==> src/rtl/fifo_out_arbiter.sv <==
// fifo_out_arbiter: round-robin arbiter that drains two first-word-fall-through
// FIFOs, one byte at a time, into a single output device. The device is driven
// through an out_start / out_finish handshake.
//
// Optional feature: define FIFO_ARB_BURST_EN to let a channel keep the grant
// for up to BURST_LEN consecutive bytes. Without it, the arbiter strictly
// alternates when both channels are eligible.
//
// Ports:
//   clk, rst_n               clock, asynchronous active-low reset
//   enable                   permits new grants (a byte in flight always completes)
//   fifoN_empty/busy/data    FIFO N status and head word (N = 0, 1)
//   fifoN_re                 one-cycle pop strobe to FIFO N
//   out_finish               output device ready/done (high = ready)
//   out_data                 byte presented to the device, held until the next pop
//   out_start                request to the device
//   grant                    one-hot owning channel, 00 when idle
//   idle                     high only in IDLE
module fifo_out_arbiter #(
    parameter int unsigned DATA_W    = 8,
    parameter int unsigned BURST_LEN = 4
) (
    input  logic              clk,
    input  logic              rst_n,
    input  logic              enable,
    input  logic              fifo0_empty,
    input  logic              fifo0_busy,
    input  logic [DATA_W-1:0] fifo0_data,
    output logic              fifo0_re,
    input  logic              fifo1_empty,
    input  logic              fifo1_busy,
    input  logic [DATA_W-1:0] fifo1_data,
    output logic              fifo1_re,
    input  logic              out_finish,
    output logic [DATA_W-1:0] out_data,
    output logic              out_start,
    output logic [1:0]        grant,
    output logic              idle
);

    localparam int unsigned CNT_W = 4;

    // Reject burst lengths the 4-bit counter cannot represent.
    if (BURST_LEN < 1 || BURST_LEN > 15) begin : g_bad_burst_len
        $error("fifo_out_arbiter: BURST_LEN must be 1..15");
    end

    typedef enum logic [1:0] {
        S_IDLE = 2'd0,
        S_POP  = 2'd1,
        S_ACK  = 2'd2,
        S_DONE = 2'd3
    } state_t;

    state_t              r_state;
    logic                r_last;
    logic                r_fifo0_re;
    logic                r_fifo1_re;
    logic                r_out_start;
    logic [DATA_W-1:0]   r_out_data;
    logic [1:0]          r_grant;
    logic                r_idle;

    state_t              w_state_nxt;
    logic                w_last_nxt;
    logic                w_fifo0_re_nxt;
    logic                w_fifo1_re_nxt;
    logic                w_out_start_nxt;
    logic [DATA_W-1:0]   w_out_data_nxt;
    logic [1:0]          w_grant_nxt;
    logic                w_idle_nxt;

    logic                w_elig0;
    logic                w_elig1;
    logic                w_win;

    assign w_elig0 = !fifo0_empty && !fifo0_busy;
    assign w_elig1 = !fifo1_empty && !fifo1_busy;

`ifdef FIFO_ARB_BURST_EN
    logic [CNT_W-1:0]    r_burst_cnt;
    logic [CNT_W-1:0]    w_burst_cnt_nxt;
    logic                w_burst_hold;

    // A count of zero means no burst is running yet (after reset), so plain
    // alternation decides the first contested grant.
    assign w_burst_hold = (r_burst_cnt != '0) && (r_burst_cnt < CNT_W'(BURST_LEN));

    // Winner: the sole eligible channel, otherwise the previous owner while its
    // burst is unfinished, otherwise the channel that did not go last.
    always_comb begin
        w_win = w_elig1;
        if (w_elig0 && w_elig1) begin
            w_win = w_burst_hold ? r_last : ~r_last;
        end
    end
`else
    // Winner: the sole eligible channel, otherwise the channel that did not go last.
    always_comb begin
        w_win = w_elig1;
        if (w_elig0 && w_elig1) begin
            w_win = ~r_last;
        end
    end
`endif

    // Next-state and registered-output logic.
    always_comb begin
        w_state_nxt     = r_state;
        w_last_nxt      = r_last;
        w_fifo0_re_nxt  = 1'b0;
        w_fifo1_re_nxt  = 1'b0;
        w_out_start_nxt = r_out_start;
        w_out_data_nxt  = r_out_data;
        w_grant_nxt     = r_grant;
`ifdef FIFO_ARB_BURST_EN
        w_burst_cnt_nxt = r_burst_cnt;
`endif
        case (r_state)
            S_IDLE: begin
                if (enable && out_finish && (w_elig0 || w_elig1)) begin
                    w_fifo0_re_nxt = ~w_win;
                    w_fifo1_re_nxt = w_win;
                    w_out_data_nxt = w_win ? fifo1_data : fifo0_data;
                    w_grant_nxt    = {w_win, ~w_win};
                    w_state_nxt    = S_POP;
`ifdef FIFO_ARB_BURST_EN
                    // Continuing owner counts up (wrapping to 1 at the limit);
                    // a change of owner restarts the count at this pop.
                    if ((w_win == r_last) && (r_burst_cnt != '0)
                        && (r_burst_cnt < CNT_W'(BURST_LEN))) begin
                        w_burst_cnt_nxt = r_burst_cnt + CNT_W'(1);
                    end else begin
                        w_burst_cnt_nxt = CNT_W'(1);
                    end
`endif
                end
            end
            S_POP: begin
                w_out_start_nxt = 1'b1;
                w_state_nxt     = S_ACK;
            end
            S_ACK: begin
                // Device signals acceptance by dropping out_finish.
                if (!out_finish) begin
                    w_out_start_nxt = 1'b0;
                    w_state_nxt     = S_DONE;
                end
            end
            S_DONE: begin
                if (out_finish) begin
                    w_last_nxt  = r_grant[1];
                    w_grant_nxt = 2'b00;
                    w_state_nxt = S_IDLE;
                end
            end
            default: begin
                w_state_nxt = S_IDLE;
            end
        endcase
        w_idle_nxt = (w_state_nxt == S_IDLE);
    end

    // State and output registers.
    always_ff @(posedge clk or negedge rst_n) begin
        if (!rst_n) begin
            r_state     <= S_IDLE;
            r_last      <= 1'b1;
            r_fifo0_re  <= 1'b0;
            r_fifo1_re  <= 1'b0;
            r_out_start <= 1'b0;
            r_out_data  <= '0;
            r_grant     <= 2'b00;
            r_idle      <= 1'b1;
        end else begin
            r_state     <= w_state_nxt;
            r_last      <= w_last_nxt;
            r_fifo0_re  <= w_fifo0_re_nxt;
            r_fifo1_re  <= w_fifo1_re_nxt;
            r_out_start <= w_out_start_nxt;
            r_out_data  <= w_out_data_nxt;
            r_grant     <= w_grant_nxt;
            r_idle      <= w_idle_nxt;
        end
    end

`ifdef FIFO_ARB_BURST_EN
    // Burst counter register.
    always_ff @(posedge clk or negedge rst_n) begin
        if (!rst_n) begin
            r_burst_cnt <= '0;
        end else begin
            r_burst_cnt <= w_burst_cnt_nxt;
        end
    end
`endif

    assign fifo0_re  = r_fifo0_re;
    assign fifo1_re  = r_fifo1_re;
    assign out_start = r_out_start;
    assign out_data  = r_out_data;
    assign grant     = r_grant;
    assign idle      = r_idle;

endmodule

==> config.mk <==
export PLATFORM = sky130hd
export DESIGN_NAME = fifo_out_arbiter
export DESIGN_NICKNAME = d
export VERILOG_FILES = /design/src/rtl/fifo_out_arbiter.sv
export SDC_FILE = /design/constraint.sdc
export NUM_CORES = 1
export LEC_CHECK = 0
export CAP_MARGIN = 0
export CORE_MARGIN = 2
export CORE_UTILIZATION = 35
export DETAILED_ROUTE_END_ITERATION = 7
export PLACE_DENSITY = 0.76
export SLEW_MARGIN = 20
export SYNTH_ARGS = -nofsm -noshare
export SYNTH_HDL_FRONTEND = slang
export SYNTH_SLANG_ARGS = --single-unit
==> constraint.sdc <==
create_clock -name clk -period 1.6 [get_ports clk]
set_input_delay 0.48 -clock clk [delete_from_list [all_inputs] [get_ports clk]]
set_output_delay 0.48 -clock clk [all_outputs]
set_load 0.05 [all_outputs]
==> run metrics <==
outcome=finished clean; WL/cell=17.3 um; largest net degree at the start of global routing=18; Final Util=69.1%; count leader, synth=dfrtp_1; type of origin of the critical path=register; WP data required=1.12 ns; syn avg cell area=14.3 um2; die height=51.4 um; grt ovf=0; TritonRoute pass-1 iters=4; CP peak stage delay=0.56 ns; Final Cycle Share=90.7%; final setup fails=0; Buf/Inv on CP=1; Slew HR=76.7%; # port buffers=37; Synth area leader=dfrtp_1; nature of the critical path endpoint=output port; Reg area=428 um2; pwr dens=1590 nW/um2; Fmax=689 MHz; cts bufs inserted=3; simple-gate share of the synthesized area=19.9%; io pins=38; vias in the first global route=726; Global Route Usage Sum=19.3%; fraction of registers with async set/reset=100%; Worst Path Arrival=0.97 ns; pre-CTS setup slack=-0.361 ns; kind of critical path=reg -> out; largest cells by area after synthesis=dfrtp_1 48%, a221o_1 10%, nor4b_1 8.9%, dfstp_2 6.7%, a2111oi_4 3.5%; CTS root buf=clkbuf_4; Critical Path Start=idle; vias post-DR=694; hold_buf cts=0; Antenna Violating Nets Remaining=0; worst reg2reg endpoint=out_data[2]; fin crit period=1.45 ns; total of max-cap violations=0; htree depth=1; drt initial violations=6; internal reg-to-reg setup slack=0.17 ns; vias per cell=5.30; family with the most delay on the worst path=flip-flops; Reg2Reg Launch Point=r_state[1]; antenna cells=0; Min Hold Slack=0.503 ns; DP HPWL=1600 um; CTS tree=done; layout cell share with drive strength beyond 1=42.7%; Fin. Hold Viols=0; fraction of synthesized area in multiplexers=1.43%; Slew Limit Fails=0; Die X=51.4 um; CP Cell Sequence=buf_12; peak supply drop=1.03 mV; Multi-input gate area=405 um2; Lkg Pwr=0.642 nW; Initial Util=36.3%; sequential fraction of the synthesis area=54.4%; gp weighted congestion=0.721; final WL=2260 um; Final #Nets=128; RSZ-0062 raised after global routing=no; Compound-Gate Fraction of Synth Area=20.5%; critical path peak fanout=1; die area=2640 um2; CTS sink cnt=17; Fill cells=168; slowest cell on the critical path=dfstp_2; Post-synth EDFFs=0; clk buf depth=2; initial antenna violation count=0; std cell rows=17; first-pass GRT wire length=3590 um; worst skew pair latency=0.28 ns; mapped cell area=787 um2; Cell variety after synth=23; largest family of logic cells by synthesized area=compound AO/OA/AOI/OAI gates; Least-Margin Pin Slew=0.349 ns; cells after synthesis=55; Net Count, Synth=79; DRC Markers=0; post-synth top area share=47.7%; Hold WC Path Type=in -> async; Synth Area in XOR/XNOR=0%; Post-synth top flop=dfrtp_1; Ys Warns=0; Clock transition at path regs=0.10 ns; Adder-Cell Fraction of Synth Area=0%; number of synthesized register bits=17; Synth-to-Final Area Change=90.5%; setup bufs post-CTS=0; cells on worst reg2reg path=3; Fin Clk Skew=0.00129 ns; Post-synth top cells=15 x dfrtp_1, 8 x a221o_1, 8 x nor4b_1; Final Worst Setup Slack=0.148 ns; Core Area=2170 um2
-- cells in the final DEF (no fill, tap or decap), drive strengths merged --
master         Yosys  layout
buf                2      23
clkdlybuf4s50      0      17
dfrtp             15      15
a221o              8       8
nor4b              8       8
dlymetal6s2s       0       6
clkbuf             1       4
o21bai             1       2
a21oi              2       2
a31o               2       2
dfstp              2       2
nor2               2       2
nor3               2       2
nand3              1       1
o21a               1       1
nand4bb            1       1
or2b               1       1
nand2              1       1
nor2b              1       1
a2111oi            1       1
or2                1       1
inv                1       1
mux2               1       1
-- per-layer routing --
| layer | vias up | global-route usage [%] | wire (um) |
|---|---|---|---|
| met3 | 2 | 3.22 | 152 |
| met1 | 341 | 23.1 | 933 |
| li1 | 318 | - | - |
| met2 | 33 | 33.5 | 1150 |
| met5 | - | 0 | 0 |
| met4 | 0 | 9.21 | 27 |
-- final cells by class --
type / instances / share of cell area [%]
Timing Repair Buffer: 46 / 40.1
Sequential cell: 17 / 28.5
Multi-Input combinational cell: 35 / 27.0
Tap cell: 28 / 2.34
Clock buffer: 4 / 1.75
Inverter: 1 / 0.250
-- power by group --
| group | total [mW] | switching [mW] | internal [mW] |
|---|---|---|---|
| Clock | 0.226 | 0.129 | 0.0967 |
| Combinational | 1.36 | 0.657 | 0.707 |
| Sequential | 0.799 | 0.193 | 0.606 |
| Total | 2.39 | 0.979 | 1.41 |
-- how the worst max path moves through the flow --
stage / endpoint / slack [ns] / depth (start not counted)
6_report: idle / 0.15 / 1
3_3_place_gp: out_data[1] / -0.29 / 5
5_1_grt: out_data[2] / 0.09 / 4
3_5_place_dp: out_data[6] / -0.36 / 5
4_1_cts: out_data[7] / -0.02 / 5
2_1_floorplan: out_data[0] / 0.06 / 5
-- sequential cells by signal, indices dropped and copies added (netlist names) --
| signal | count |
|---|---|
| grant | 2 |
| r_state | 2 |
| out_start | 1 |
| idle | 1 |
| fifo1_re | 1 |
| out_data | 8 |
| r_last | 1 |
| fifo0_re | 1 |
-- cells by family after synthesis --
kind of cell / count (synthesis)
AO/OA/AOI/OAI: 15
buffers and inverters: 4
flip-flops: 17
multiplexers: 1
AND/OR/NAND/NOR: 18
-- through the flow --
stage	TNS (ns)	total power, mW	std cells	area (um2)
after floorplan	0	1.39	55	787
final	0	2.39	131	1500
after CTS	-0.0959	2.37	131	1430
after global placement	-3.37	2.12	125	1370
after detailed placement	-3.95	2.14	125	1370
after global routing	0	2.49	131	1500
-- repair_timing --
item / CTS / global route
pin swaps: 1 / 2
gates resized for setup: 5 / 15
endpoints found under the setup margin: 9 / 10
hold endpoints to repair: 0 / 0
gates cloned: 2 / 0
Note: power is estimated with default switching activity, not from simulation.
